===== config.mk =====
export PLATFORM = sky130hd
export DESIGN_NAME = echo_delay_queue
export DESIGN_NICKNAME = d
export VERILOG_FILES = /design/src/rtl/echo_delay_queue.sv
export SDC_FILE = /design/constraint.sdc
export NUM_CORES = 1
export LEC_CHECK = 0
export CAP_MARGIN = 5
export CORE_MARGIN = 1.5
export CORE_UTILIZATION = 45
export CTS_CLUSTER_DIAMETER = 60
export CTS_CLUSTER_SIZE = 16
export DETAILED_ROUTE_END_ITERATION = 10
export GPL_TIMING_DRIVEN = 0
export PLACE_DENSITY = 0.66
export SETUP_SLACK_MARGIN = 0.4
export SLEW_MARGIN = 15
export SYNTH_ARGS = -nofsm -noshare
export SYNTH_HDL_FRONTEND = slang
export SYNTH_SLANG_ARGS = --single-unit
export TNS_END_PERCENT = 20

===== constraint.sdc =====
create_clock -name CLK -period 2.3 [get_ports CLK]
set_input_delay 0.345 -clock CLK [delete_from_list [all_inputs] [get_ports CLK]]
set_output_delay 0.345 -clock CLK [all_outputs]
set_load 0.01 [all_outputs]

===== src/rtl/echo_delay_queue.sv =====
`default_nettype none
// ============================================================================
// echo_delay_queue : FIFO-buffered request->indication echo with per-entry delay
// Optional macro ECHO_DELAY_QUEUE_BYPASS_EN (empty-block bypass). Rev 1.0
// ============================================================================
module echo_delay_queue #(
    parameter int WIDTH = 32,
    parameter int DEPTH = 4,
    parameter int DELAY = 2
) (
    input  logic                         CLK,
    input  logic                         nRST,
    input  logic                         request_say__ENA,
    input  logic [WIDTH-1:0]             request_say_v,
    output logic                         request_say__RDY,
    output logic                         indication_heard__ENA,
    output logic [WIDTH-1:0]             indication_heard_v,
    input  logic                         indication_heard__RDY,
    output logic [$clog2(DEPTH+1)-1:0]   pending
);

    localparam int AW = $clog2(DEPTH);
    localparam int CW = $clog2(DEPTH + 1);
    localparam int TW = (DELAY > 1) ? $clog2(DELAY) : 1;

    localparam logic [1:0] S_IDLE    = 2'd0;
    localparam logic [1:0] S_WAIT    = 2'd1;
    localparam logic [1:0] S_PRESENT = 2'd2;

    logic [WIDTH-1:0] mem [DEPTH];
    logic [AW-1:0]    head;
    logic [AW-1:0]    tail;
    logic [CW-1:0]    count;
    logic [WIDTH-1:0] out_reg;
    logic [TW-1:0]    timer;
    logic [1:0]       state;

    logic can_accept;
    logic has_data;
    logic push_req;
    logic pop;
    logic bypass;
    logic fifo_wr;

    assign can_accept = (count != CW'(DEPTH));
    assign has_data   = (count != '0);
    assign push_req   = request_say__ENA & can_accept;
    assign pop        = has_data &
                        ((state == S_IDLE) ||
                         ((state == S_PRESENT) && indication_heard__RDY));

`ifdef ECHO_DELAY_QUEUE_BYPASS_EN
    assign bypass = push_req && (state == S_IDLE) && !has_data;
`else
    assign bypass = 1'b0;
`endif

    assign fifo_wr = push_req & ~bypass;

    // Storage array carries no reset; only entries between head and tail are ever read.
    always_ff @(posedge CLK) begin
        if (fifo_wr) begin
            mem[tail] <= request_say_v;
        end
    end

    always_ff @(posedge CLK or negedge nRST) begin
        if (!nRST) begin
            head  <= '0;
            tail  <= '0;
            count <= '0;
        end else begin
            if (fifo_wr) begin
                tail <= tail + AW'(1);
            end
            if (pop) begin
                head <= head + AW'(1);
            end
            case ({fifo_wr, pop})
                2'b10:   count <= count + CW'(1);
                2'b01:   count <= count - CW'(1);
                default: count <= count;
            endcase
        end
    end

    always_ff @(posedge CLK or negedge nRST) begin
        if (!nRST) begin
            state   <= S_IDLE;
            out_reg <= '0;
            timer   <= '0;
        end else begin
            case (state)
                S_IDLE: begin
                    if (pop || bypass) begin
                        out_reg <= pop ? mem[head] : request_say_v;
                        timer   <= TW'(DELAY - 1);
                        state   <= S_WAIT;
                    end
                end
                S_WAIT: begin
                    if (timer == '0) begin
                        state <= S_PRESENT;
                    end else begin
                        timer <= timer - TW'(1);
                    end
                end
                S_PRESENT: begin
                    // Reload straight into WAIT when more data is queued: no IDLE bubble.
                    if (indication_heard__RDY) begin
                        if (pop) begin
                            out_reg <= mem[head];
                            timer   <= TW'(DELAY - 1);
                            state   <= S_WAIT;
                        end else begin
                            state <= S_IDLE;
                        end
                    end
                end
                default: state <= S_IDLE;
            endcase
        end
    end

    assign request_say__RDY      = can_accept;
    assign indication_heard__ENA = (state == S_PRESENT);
    assign indication_heard_v    = out_reg;
    assign pending               = count;

endmodule
`default_nettype wire


=== Yosys cells after proc, flatten, opt, wreduce, memory -nomap -nowiden ===
Memory sizes are Yosys's and may differ from the RTL's.
Cells that the tools add are included.

* Mux-type cells: 15
* Bitwise logic cells: 2
* Add/subtract/negate cells: 5
* Equal/unequal tests: 8
* Reduce and logical (&&, ||, !) cells: 10

{| class="wikitable"
|+ Operators with widths
! operator !! number
|-
| two-way mux 32 bit || 2
|-
| case mux 32 bit (2 select lines) || 1
|-
| two-way mux 1 bit || 6
|-
| two-way mux 2 bit || 3
|-
| case mux 2 bit (3 select lines) || 1
|-
| case mux 3 bit (2 select lines) || 1
|-
| nonzero test 3 bit || 2
|-
| adder 2 x 1 -> 2 bit (second input constant) || 2
|-
| == test 2 x 1 -> 1 bit (second input constant) || 2
|-
| == test 2 bit (second input constant) || 2
|-
| != test 2 bit (second input constant) || 2
|-
| AND reduction 2 bit || 2
|-
| nonzero test 2 bit || 2
|-
| adder 3 x 1 -> 3 bit (second input constant) || 1
|-
| != test 3 bit (second input constant) || 1
|-
| case mux 1 bit (3 select lines) || 1
|-
| AND reduction 3 bit || 1
|-
| subtractor 3 x 1 -> 3 bit (second input constant) || 1
|-
| AND 1 bit || 2
|-
| zero test 2 bit || 1
|-
| != test 2 x 1 -> 1 bit (second input constant) || 1
|-
| logical AND 1 bit || 1
|-
| logical OR 1 bit || 1
|-
| subtractor 1 bit (second input constant) || 1
|}

* Flip-flop bits (word level): 42
* Memories: 1
* Input port bits: 36
* Logic and storage cells: 47
* RAM bits: 128

{| class="wikitable"
|+ Memory list
! memory !! words !! bits a word !! read ports !! clocked after memory_dff !! write ports !! line !! text
|-
| mem || 4 || 32 || 1 || 0 || 1 || 30 || <nowiki>logic [WIDTH-1:0] mem [DEPTH];</nowiki>
|}

=== Depth between registers and ports, before layout ===
* Depth in word-level cells: 7
* Depth in mapped cells: 9
* Depth with buffers taken out: 9

=== Worst setup path after synthesis ===
No wires, ideal clock.

* Path type: register to register
* Start: register count[0] (netlist: pending[0])
* End: register count[2] (netlist: pending[2])
* Cell stages (with the launch flop): 10
* Clock period less this slack: 2.171 ns
* Slack: 0.129 ns
* Arrival time: 2.092 ns
* Library setup time: 0.079 ns
* Path through: dfrtp_1 -> nor3_2 -> nor3_4 -> buf_6 -> ha_1 -> inv_1 -> fa_1 -> xor2_1 -> nor2_1 -> xor2_1

* Cells in the longest elaborated chain, start to end: 4
* Elaborated cells on any way between the ends: 10
* Those cells by class: add/sub: 2; eq/ne: 3; mux: 1; bitwise: 2; reduce/logical: 2

{| class="wikitable"
|+ RTL lines
! item !! line !! text
|-
| start, declared || 33 || <nowiki>logic [CW-1:0] count;</nowiki>
|-
| start signal, assigned || 80 || <nowiki>2'b10: count <= count + CW'(1);</nowiki>
|-
| start signal, assigned || 81 || <nowiki>2'b01: count <= count - CW'(1);</nowiki>
|-
| start signal, assigned || 82 || <nowiki>default: count <= count;</nowiki>
|-
| nonzero test 3 bit * || 46 || <nowiki>assign has_data = (count != '0);</nowiki>
|-
| AND 1 bit * || 48 || <nowiki>assign pop = has_data &</nowiki>
|-
| named net pop || 41 || <nowiki>logic pop;</nowiki>
|-
| == test 2 x 1 -> 1 bit or == test 2 bit (tied branches) || 79 || <nowiki>case ({fifo_wr, pop})</nowiki>
|-
| case mux 3 bit (2 select lines) or nonzero test 2 bit (tied branches) || - ||
|}

The timed path passes the listed nets; every way through them passes the cells marked *.
A chain may end at the register's enable or synchronous reset.

=== Worst setup path after layout ===
* Start: register count[0] (netlist: pending[0])
* End: register count[2] (netlist: pending[2])

* Cells in the longest elaborated chain, start to end: 4
* Elaborated cells on any way between the ends: 10
* Those cells by class: add/sub: 2; eq/ne: 3; mux: 1; bitwise: 2; reduce/logical: 2

{| class="wikitable"
|+ RTL lines
! item !! line
|-
| != test 3 bit or nonzero test 3 bit (tied branches) || 45, 46
|-
| AND 1 bit (on tied branches) || 47, 48
|-
| == test 2 x 1 -> 1 bit or == test 2 bit (tied branches) || 79
|-
| case mux 3 bit (2 select lines) or nonzero test 2 bit (tied branches) || -
|}

Several ways; a longest one is shown, not always the timed one.

==> flow_results.org <==
** Status
- Result of the run :: completed

** Timing
- Setup violations remaining at the end of the flow were counted as 0.
- Derived from the worst setup path, the maximum achievable clock frequency is 497.7 MHz.
- Headroom to the max-slew limit came out at 51.37%.
- Part of the cycle the worst path needs :: 87.36%
- Worst-Margin Slew :: 0.7295 ns
- Worst Setup Slack, final :: 0.2908 ns
- Final critical delay including setup and external delays :: 2.009 ns
- RSZ-0062 raised after global routing :: true
- Fin. Hold Viols :: 0
- Summed over all failing endpoints, the final setup total negative slack is 0 ns.
- The number of max-slew violations in the final report came to 0.
- The clock arrives with 0.007508 ns of skew.

** Global routing
- Initial antenna violation count :: 0
- Met3 usage in global routing :: 5.483%
- Entering global routing, the biggest net connects 33 pins.
- For this run, global-route usage on met2 was measured as 28.07%.
- The number of global-route vias before repair is 3306.
- Global Route met1 Usage :: 22.24%
- For this run the aggregate overflow at the end of global routing stands at 0.
- Global-route wire length before repair :: 18.24 mm
- Top Usage Layer GRT :: met2
- In the global route stage, overall resource usage came out at 17.24%.

** Routing
- Average routed wire per standard cell :: 19.55 um
- Detailed-routing iteration count for the pre-antenna-repair pass :: 4
- Summed over all layers, the routed wires come to 11.42 mm.
- Drt drc :: 0
- After detailed routing, the number of vias per cell comes to 5.209.
- Antenna-violating nets left :: 0
- Routed via count :: 3042
- The first routing iteration left 202 violations.

** CTS
- CTS Root Buffer Type :: sky130_fd_sc_hd__clkbuf_16
- Clock tree synthesis found a total of 170 sinks.
- Clock transition at the registers of the reported paths :: 0.06 ns
- Counting along the longest clock path gives a buffer depth of 2.
- TritonCTS clock tree :: done
- The number of clock buffers added by TritonCTS is 17.
- Clk Latency, worst-skew pair :: 0.42 ns
- Htree depth :: 4

** Critical path
- Startpoint Class :: flop
- Highest fanout seen on the critical path :: 3
- Classification of the worst setup path :: flop to flop
- Cell breakdown of the critical path :: or3b_4 -> and2_4 -> inv_4 -> ha_4 -> inv_2 -> fa_2 -> xor2_1 -> nor2_1 -> xor2_1
- At the worst endpoint, the required time is 2.64 ns.
- Most used cell along the critical path :: sky130_fd_sc_hd__xor2_1
- Among all stages on the critical path, the largest delay is contributed by sky130_fd_sc_hd__dfrtp_2.
- Data arrives at the worst endpoint at 2.35 ns.
- CP peak stage delay :: 0.41 ns
- Crit. End Element :: flop
- Counting both buffers and inverters, the worst setup path holds a total of 2.
- Largest delay contributor family on the critical path :: simple AND/OR/NAND/NOR gates

** Power and ir drop
- Worst voltage drop across the vdd grid :: 0.7163 mV
- Power per standard cell area :: 1355 mW/mm^2
- Leak pwr :: 2.888 nW

** Cells and area
- Of the cells placed in the final design, the portion with a size suffix greater than 1 is 31.93%.
- Synth-to-Final Area Change :: 26.33%
- The final layout contains 433 nets.
- Final design utilization :: 58.38%
- 0 antenna diodes ended up in the layout.
- Final cell count without fillers :: 584
- Once layout is done, the placed cells without fillers occupy 0.008104 mm^2.

** Synth
- Leading post-synthesis cells by cell area :: sky130_fd_sc_hd__edfxtp_1, sky130_fd_sc_hd__dfrtp_1, sky130_fd_sc_hd__mux4_2
- Counting every instance in the synthesized netlist gives 284.
- Flop and latch count out of synthesis :: 170
- Synthesis Warnings :: 0
- Summing the sequential cell areas from Yosys gives 76.30% of the chip area.
- Dividing the synthesized area by the synthesized cell count gives 22.59 um^2.
- Of all cell types, the one taking the most synthesized area is sky130_fd_sc_hd__edfxtp_1.
- The synthesized netlist occupies a cell area of 0.006415 mm^2.
- Share of Yosys cell area claimed by the top area cell type :: 59.92%
- Number of different library cells in the post-synthesis netlist :: 29
- Counting every net in the synthesized netlist gives 326.

** Die
- Measured along the y axis, the die boundary spans 122.4 um.
- In this run the core area contains 43 standard-cell rows.
- The core region is 0.01388 mm^2.
- The initial utilization of the core area, before any placement, comes to 46.21%.
- Die width :: 122.4 um
- The floorplan step defined a die boundary enclosing 0.01498 mm^2.
- Count of boundary I/O pins :: 73

** Place
- Pre-CTS setup slack :: -0.3890 ns
- Counting tap cells, the placed design contains a total of 540 instances.
- Half-perimeter wire length of the detailed placement result :: 7.148 mm
- Once placement finished, the instance area stood at 0.007496 mm^2.
- At the end of routability-driven placement, the weighted congestion stood at 0.7020.
- Number of buffers added on ports :: 72

** Job
- Across the run, the number of max-cap violations was 0.

** Worst hold path
- Min-delay worst type :: flop to flop
-- layout by cell type (no fill, tap or decap), types with 2 or more instances in the layout --
cell type	n
sky130_fd_sc_hd__and3_2	3
sky130_fd_sc_hd__edfxtp_1	128
sky130_fd_sc_hd__clkinv_2	3
sky130_fd_sc_hd__buf_6	7
sky130_fd_sc_hd__clkbuf_1	4
sky130_fd_sc_hd__clkinv_1	5
sky130_fd_sc_hd__mux4_2	31
sky130_fd_sc_hd__clkdlybuf4s50_1	69
sky130_fd_sc_hd__xnor2_1	2
sky130_fd_sc_hd__ha_1	4
sky130_fd_sc_hd__dfrtp_2	4
sky130_fd_sc_hd__buf_2	4
sky130_fd_sc_hd__nor2b_1	2
sky130_fd_sc_hd__mux2_2	25
sky130_fd_sc_hd__nor3_4	2
sky130_fd_sc_hd__clkinvlp_4	3
sky130_fd_sc_hd__dfrtp_1	38
sky130_fd_sc_hd__buf_4	11
sky130_fd_sc_hd__xor2_1	4
sky130_fd_sc_hd__mux2_4	7
sky130_fd_sc_hd__buf_16	4
sky130_fd_sc_hd__clkbuf_16	17
sky130_fd_sc_hd__inv_1	6
-- worst paths after layout --
| check | start | endpoint | slack, ns | cells after the start |
|---|---|---|---|---|
| worst min register to register | timer | state[1] | 0.47 | 1 |
| worst min-delay path | timer | state[1] | 0.47 | 1 |
| max in group asynchronous | nRST | state[0] | 1.21 | 3 |
| min in group asynchronous | nRST | indication_heard_v[6] | 0.52 | 2 |
| worst max register to register | pending[0] | pending[2] | 0.29 | 9 |
| worst max-delay path | pending[0] | pending[2] | 0.29 | 9 |
-- registers in the layout, indices dropped and copies added, names as in the netlist --
signal	cells
mem	128
indication_heard_v	32
pending	3
head	2
state	2
tail	2
timer	1
-- cell type report --
cell class | instances | area, um^2
Buffer | 11 | 97.59
Clock buffer | 21 | 450.4
Clock inverter | 11 | 56.30
Fill cell | 1071 | 5777
Inverter | 8 | 32.53
Multi-Input combinational cell | 95 | 1423
Sequential cell | 170 | 4900
Tap cell | 180 | 225.2
Timing Repair Buffer | 88 | 919.6
-- cells in the mapped netlist --
cell type,number
sky130_fd_sc_hd__a21o_1,1
sky130_fd_sc_hd__and2_4,1
sky130_fd_sc_hd__and3_1,4
sky130_fd_sc_hd__buf_2,3
sky130_fd_sc_hd__buf_6,7
sky130_fd_sc_hd__clkbuf_1,1
sky130_fd_sc_hd__dfrtp_1,42
sky130_fd_sc_hd__edfxtp_1,128
sky130_fd_sc_hd__fa_1,1
sky130_fd_sc_hd__ha_1,5
sky130_fd_sc_hd__inv_1,8
sky130_fd_sc_hd__mux2_1,1
sky130_fd_sc_hd__mux2_2,25
sky130_fd_sc_hd__mux2_4,7
sky130_fd_sc_hd__mux4_1,1
sky130_fd_sc_hd__mux4_2,31
sky130_fd_sc_hd__nand2_1,1
sky130_fd_sc_hd__nand2b_1,1
sky130_fd_sc_hd__nor2_1,1
sky130_fd_sc_hd__nor2b_1,2
sky130_fd_sc_hd__nor3_2,1
sky130_fd_sc_hd__nor3_4,1
sky130_fd_sc_hd__nor4b_1,1
sky130_fd_sc_hd__o21ai_0,1
sky130_fd_sc_hd__o21bai_1,1
sky130_fd_sc_hd__o2bb2ai_1,1
sky130_fd_sc_hd__or3b_4,1
sky130_fd_sc_hd__xnor2_1,2
sky130_fd_sc_hd__xor2_1,4
-- through the flow --
stage          hold slack (ns)  total power [mW]
2_1_floorplan          0.04941             7.007
3_3_place_gp            0.4504             8.313
3_5_place_dp            0.4460             8.512
4_1_cts                 0.4706             11.08
5_1_grt                 0.4859             11.59
6_report                0.4740             10.98
-- metal layers --
layer	wire length [um]	part of all wire [%]
met3	523	4.6
met4	144	1.3
met1	4908	43
met5	0	0
met2	5841	51
-- worst register-to-register path, cell delays in order, from the launching register on --
cell	delay (ns)
sky130_fd_sc_hd__dfrtp_2	0.41
sky130_fd_sc_hd__or3b_4	0.41
sky130_fd_sc_hd__and2_4	0.16
sky130_fd_sc_hd__inv_4	0.05
sky130_fd_sc_hd__ha_4	0.13
sky130_fd_sc_hd__inv_2	0.03
sky130_fd_sc_hd__fa_2	0.33
sky130_fd_sc_hd__xor2_1	0.15
sky130_fd_sc_hd__nor2_1	0.11
sky130_fd_sc_hd__xor2_1	0.14
-- cell families (layout without fill, tap and decap cells) --
kind of cell	after synthesis	after routing	synth area share [%]
xor+xnor	6	6	0.8192
simple gates	14	14	1.658
buf+inv	19	139	1.989
compound gates	4	4	0.4486
mux	65	65	17.50
fa+ha+maj	6	6	1.287
flops	170	170	76.30
-- report_power, final --
part | leakage (nW) | switching (mW) | internal [mW]
Clock | 0.240 | 1.08 | 1.38
Combinational | 0.989 | 1.67 | 2.30
Sequential | 1.66 | 0.327 | 4.23
-- timing repair --
item                                   in CTS  in global routing
pin swaps                                   4                  1
setup buffers                               7                  4
endpoints found under the hold margin      17                  0
hold buffers                                1                  0
setup endpoints to repair                  36                 56
gates resized for setup                     3                  2
(Power assumes the default switching activity.)
